--- config.mk ---
export PLATFORM = sky130hd
export DESIGN_NAME = timer_irq
export DESIGN_NICKNAME = d
export VERILOG_FILES = /design/src/rtl/timer_irq.sv
export SDC_FILE = /design/constraint.sdc
export NUM_CORES = 1
export LEC_CHECK = 0
export BUFFER_PORTS_ARGS = -buffer_cell sky130_fd_sc_hd__buf_4
export CAP_MARGIN = 40
export CORE_UTILIZATION = 35
export CTS_CLUSTER_SIZE = 28
export DETAILED_ROUTE_END_ITERATION = 8
export HOLD_SLACK_MARGIN = 0.1
export PLACE_DENSITY = 0.59
export SLEW_MARGIN = 30
export SYNTH_ARGS = -nofsm -noshare
export SYNTH_HDL_FRONTEND = slang
export SYNTH_SLANG_ARGS = --single-unit
--- constraint.sdc ---
create_clock -name clk -period 1.9 [get_ports clk]
set_input_delay 0.19 -clock clk [delete_from_list [all_inputs] [get_ports clk]]
set_output_delay 0.19 -clock clk [all_outputs]
set_load 0.05 [all_outputs]
--- src/rtl/timer_irq.sv ---
// timer_irq: memory-mapped interval timer that raises the CPU interrupt request.
//
// Registers (word addresses relative to BASE_ADDR):
//   +0 TH   : 32-bit reload value
//   +4 TL   : 32-bit up-counter
//   +8 TCON : [0] EN count enable, [1] IEN interrupt enable, [2] STAT pending
//
// Ports:
//   clk, reset   : rising-edge clock, synchronous active-high reset
//   addr, wdata  : data-bus byte address and write data
//   mem_wr       : bus write strobe
//   mem_rd       : bus read strobe
//   rdata        : combinational read data, 0 when not reading a mapped register
//   kernel_mode  : PC[31]; masks irq while the handler runs
//   irq          : STAT & IEN & ~kernel_mode
module timer_irq #(
    parameter logic [31:0] BASE_ADDR = 32'h4000_0000,
    parameter int          PRESCALE  = 1
) (
    input  logic        clk,
    input  logic        reset,
    input  logic [31:0] addr,
    input  logic [31:0] wdata,
    input  logic        mem_wr,
    input  logic        mem_rd,
    output logic [31:0] rdata,
    input  logic        kernel_mode,
    output logic        irq
);

    localparam int          PW   = (PRESCALE > 1) ? $clog2(PRESCALE) : 1;
    localparam logic [PW-1:0] PMAX = PW'(PRESCALE - 1);

    logic [31:0]   th, tl;
    logic          en, ien, stat;
    logic [PW-1:0] pcnt;

    logic hit_th, hit_tl, hit_tcon;
    logic wr_th, wr_tl, wr_tcon;
    logic tick, ovf, stat_set;

    // Exact word match; any non-zero low address bits miss.
    assign hit_th   = (addr == BASE_ADDR);
    assign hit_tl   = (addr == BASE_ADDR + 32'd4);
    assign hit_tcon = (addr == BASE_ADDR + 32'd8);

    assign wr_th   = mem_wr & hit_th;
    assign wr_tl   = mem_wr & hit_tl;
    assign wr_tcon = mem_wr & hit_tcon;

    assign tick = en & (pcnt == PMAX);
    assign ovf  = tick & (tl == 32'hFFFF_FFFF);
    // A software TL write swallows the tick, so it cannot raise STAT either.
    assign stat_set = ovf & ien & ~wr_tl;

    always_ff @(posedge clk) begin
        if (reset) begin
            pcnt <= '0;
        end else if (!en || tick) begin
            pcnt <= '0;
        end else begin
            pcnt <= pcnt + PW'(1);
        end
    end

    always_ff @(posedge clk) begin
        if (reset) begin
            th   <= '0;
            tl   <= '0;
            en   <= 1'b0;
            ien  <= 1'b0;
            stat <= 1'b0;
        end else begin
            if (wr_th) th <= wdata;

            // Reload reads the pre-edge TH, so a same-cycle TH write applies next time.
            if (wr_tl)      tl <= wdata;
            else if (ovf)   tl <= th;
            else if (tick)  tl <= tl + 32'd1;

            if (wr_tcon) begin
                en   <= wdata[0];
                ien  <= wdata[1];
                // A hardware overflow in the same cycle is never lost to a write.
                stat <= wdata[2] | stat_set;
            end else if (stat_set) begin
                stat <= 1'b1;
            end
        end
    end

    always_comb begin
        rdata = '0;
        if (mem_rd) begin
            if (hit_th)        rdata = th;
            else if (hit_tl)   rdata = tl;
            else if (hit_tcon) rdata = {29'd0, stat, ien, en};
        end
    end

    assign irq = stat & ien & ~kernel_mode;

endmodule

# ---- After elaboration in Yosys (flattened, before gate mapping)
# Index checks and enable logic that the tools add are counted.
dict set report op_classes {
  mux 9
  reduce_logical 5
  eq_ne 4
  n_bitwise 13
  add_sub_neg 2
}
# operator count
set op_table {}
lappend op_table {{$mux 32} 6}
lappend op_table {{$eq 32x31->1 const B} 3}
lappend op_table {{$add 32x1->32 const B} 1}
lappend op_table {{$eq 32x32->1 const B} 1}
lappend op_table {{$and 1x1->1} 9}
lappend op_table {{$mux 3} 1}
lappend op_table {{$not 1->1} 3}
lappend op_table {{$reduce_bool 3->1} 1}
lappend op_table {{$mux 1} 2}
lappend op_table {{$reduce_bool 2->1} 1}
lappend op_table {{$reduce_or 2->1} 1}
lappend op_table {{$add 1x1->1 const B} 1}
lappend op_table {{$logic_not 1->1} 1}
lappend op_table {{$logic_or 1x1->1} 1}
lappend op_table {{$or 1x1->1} 1}
dict set report word_totals {
  in_bits 69
  ff_bits 68
  wordCells 39
}

# ---- Longest topological paths before layout
dict set report logic_depth {
  word_depth 7
  depth_mapped 8
  mapped_depth_nobuf 7
}

# ---- Worst setup path after synthesis
# OpenSTA, ideal clock, no wires.
dict set report synth_path {
  kind {input to output}
  from {in addr[1]}
  to {out rdata[23]}
  path_slack_ps -439
  t_arrival_ps 2149
  cell_stages 8
  required_ps 1710
  path_cell_list {nor4_1 nand4_1 nor3_2 and2_1 buf_4 buf_4 a22oi_1 nor2b_1}
}
dict set report synth_via {
  elab_chain_cells 4
  word_cells_on_any_way 5
}
# item line_no
set synth_rtl {}
lappend synth_rtl {{start, declared} 22} ;# input logic [31:0] addr,
lappend synth_rtl {{$eq 32x31->1} 44} ;# assign hit_tl = (addr == BASE_ADDR + 32'd4);
lappend synth_rtl {{$mux 32} 96} ;# else if (hit_tl) rdata = tl;
lappend synth_rtl {{$mux 32 (*)} 95} ;# if (hit_th) rdata = th;
lappend synth_rtl {{$mux 32 (*)} 94} ;# if (mem_rd) begin
lappend synth_rtl {{end, declared} 26} ;# output logic [31:0] rdata,
# Every way passes the cells marked *; elsewhere a longest branch is shown, timed or not.

# ---- Worst setup path after layout
dict set report layout_path {
  from {in addr[10]}
  to {out rdata[27]}
}
# The elaborated chain is that of the path after synthesis.

==> results.json <==
{
  "outcome": "finished with violations",
  "failed_checks": "negative setup slack",
  "diodes": 0,
  "drt_iter0_markers": 336,
  "ir_worst_vdd_uv": 386.4,
  "endpoint_kind": "output pin",
  "yosysSeqAreaShare": 0.3119,
  "first_pass_iters": 5,
  "start_util": 0.3618,
  "placed_cell_area_mm2": 0.005961,
  "power.density_mw_per_mm2": 490.7,
  "clock_latency_ps": 340,
  "synth_cells": 560,
  "critPathSlowestCell": "nor4_4",
  "crit_path_max_fanout": 14,
  "row_count": 40,
  "dp_hpwl_um": 9894,
  "slew_viol_final": 0,
  "wl_um": 14760,
  "grt_pass1_vias": 4801,
  "h-tree-depth": 3,
  "worst_slack_ps": -22.59,
  "fill_cells": 1092,
  "drive_gt1_frac": 0.4212,
  "finalCritPeriodShare": 1.012,
  "drc": 0,
  "start_kind": "input port",
  "final_area_mm2": 0.006877,
  "reg2reg_depth": 7,
  "rsz0062_at_grt": "true",
  "r2r_slack_ps": 40,
  "path_clk_slew_ps": 60,
  "antenna_found_initial": 0,
  "synth_common_cells": "101 x nand2_1, 68 x dfxtp_1, 49 x a21oi_1",
  "fin_crit_ps": 1923,
  "crit_required_ps": 1710,
  "worst_path_largest_cell_delay_ps": 270,
  "grt_usage": 0.2323,
  "synth_area_leaders": "dfxtp_1 31%, nand2_1 8.7%, a21oi_1 5.6%",
  "fmax_mhz": 520.1,
  "regToRegStartpoint": "pcnt",
  "cts_max_path_buffers": 2,
  "postSynth.topFlopCell": "dfxtp_1",
  "cts-root-buf": "clkbuf_16",
  "ant_nets": 0,
  "nets": 783,
  "syn_area_per_cell_um2": 7.793,
  "synthDistinctLibCells": 58,
  "setup_viol": 15,
  "dieArea_mm2": 0.01292,
  "ys_ff_latch": 68,
  "min_from": "wdata[3]",
  "cts_buffers": 9,
  "cp_data_arrival_time_ps": 1730,
  "core-area_mm2": 0.01206,
  "synth_fp_nets": 630,
  "yosysWarningCount": 0,
  "skew_ps": 9.712,
  "yosysMostFrequentCell": "nand2_1",
  "viasPerCell": 5.498,
  "pre_cts_slack_ps": -85.31,
  "synth.cell_area_mm2": 0.004364,
  "path_class": "in -> out",
  "hold_violations": 0,
  "clock-sinks": 68,
  "hold_class": "in -> reg",
  "reg2reg_to": "tl[24]",
  "synth_largest_area_cell": "dfxtp_1",
  "fin_cells": 885,
  "p_leak_nw": 2.667,
  "die_y_um": 113.7,
  "grt_pass1_wl_um": 23630,
  "die_w_um": 113.7,
  "cts_tree": "yes",
  "vias": 4866,
  "ioPinCount": 102,
  "crit_chain": "buf_4, nor4_4, nand4_1, nor3_2, and2_4, buf_16, a22oi_1, nor2b_4, buf_6",
  "synth_edf_count": 0,
  "place_congestion": 0.8777,
  "grt_max_degree": 71,
  "whs_endpoint": "th[3]",
  "placedCellCount": 854,
  "wl_per_cell_um": 16.68,
  "drv_cap": 0,
  "synth_top_cell_area_share": 0.3119,
  "postSynth.asyncResetShare": 0,
  "port_buffers": 101,
  "area_delta_synth_final_pct": 57.57,
  "grt-ovfl-total": 0,
  "min_path_cells": 3
}
-- layer usage --
| layer | vias up | wire, um | part of all wire | global-route usage |
|---|---|---|---|---|
| li1 | 2340 | - | - | - |
| met1 | 2322 | 6485 | 0.44 | 0.3027 |
| met2 | 186 | 7069 | 0.48 | 0.3854 |
| met3 | 18 | 1008 | 0.068 | 0.04623 |
| met4 | 0 | 197 | 0.013 | 0.07368 |
| met5 | - | 0 | 0 | 0 |
-- registers in the layout, indices dropped and copies added (netlist names) --
name  count
tl       32
en        1
ien       1
th       32
pcnt      1
stat      1
-- stage by stage --
step	total power, mW	hold slack (ps)	util	TNS [ps]
2_1_floorplan	1.521	326.0	-	-80.21
3_3_place_gp	1.662	437.3	0.4942	-1109
3_5_place_dp	1.664	438.2	0.4942	-2187
4_1_cts	3.396	103.8	0.5445	-415.6
5_1_grt	3.475	113.4	0.5701	-2555
6_report	3.374	105.1	0.5701	-195.1
-- how the worst max path moves through the flow --
stage / startpoint / to / slack, ps / cells past startpoint
after global routing: addr[1] / rdata[29] / -110 / 9
final: addr[10] / rdata[27] / -20 / 9
after floorplan: addr[25] / rdata[23] / -10 / 8
after global placement: addr[17] / rdata[31] / -50 / 8
after CTS: addr[6] / rdata[2] / -60 / 10
after detailed placement: addr[1] / rdata[31] / -90 / 9
-- power breakdown --
part	switching (mW)	total [mW]	leakage, nW	internal (mW)
clock network	0.605	1.72	0.149	1.12
registers	0.000823	1.43	0.551	1.43
logic	0.0933	0.225	1.97	0.132
total	0.699	3.37	2.67	2.68
-- worst max-delay path: cells and delay by family --
family | cells | cell delay [ps]
compound gates | 1 | 110
buf+inv | 3 | 450
simple gates | 5 | 990
-- logic make-up after synthesis --
group / share of synthesized area
simple gates: 0.3223
buf+inv: 0.05562
other cells: 0.0008593
fa+ha+maj: 0.002867
xor+xnor: 0.04616
compound gates: 0.2443
mux: 0.01606
flops: 0.3119
-- final cells by class --
class | count | area, um^2 | share of cell area
Tap cell | 168 | 210.2 | 0.03057
Clock inverter | 1 | 30.03 | 0.004367
Timing Repair Buffer | 188 | 1730 | 0.2516
Inverter | 4 | 15.01 | 0.002183
Multi-Input combinational cell | 442 | 3244 | 0.4718
Clock buffer | 14 | 274.0 | 0.03985
Sequential cell | 68 | 1373 | 0.1996
-- placed cells by master, fill, tap and decap left out, drive strengths merged, types with 2 or more instances in the layout --
| cell type | count |
|---|---|
| clkbuf | 15 |
| nor3 | 7 |
| a311oi | 8 |
| nor4 | 11 |
| a222oi | 3 |
| o41ai | 3 |
| and2 | 3 |
| nor2 | 46 |
| nand4 | 15 |
| nand3 | 18 |
| o32ai | 5 |
| nand3b | 4 |
| buf | 186 |
| a22oi | 31 |
| a211oi | 10 |
| a211o | 4 |
| nor2b | 31 |
| mux2i | 7 |
| xor2 | 8 |
| nand2 | 101 |
| or3 | 3 |
| dfxtp | 68 |
| a21oi | 49 |
| and4 | 8 |
| o211ai | 7 |
| inv | 4 |
| o31ai | 2 |
| o21ai | 9 |
| xnor2 | 15 |
| a221oi | 2 |
| and3 | 13 |
| a2bb2oi | 4 |
| a31oi | 3 |
-- repair_timing --
action                                 4_1_cts  5_1_grt
hold buffers                                 1        0
pin swaps                                    2       21
gates resized for setup                     47       55
setup endpoints to repair                   34       58
buffers inserted                             6        9
gates cloned                                 2        1
endpoints found under the hold margin        1        0
(Power assumes the default switching activity.)
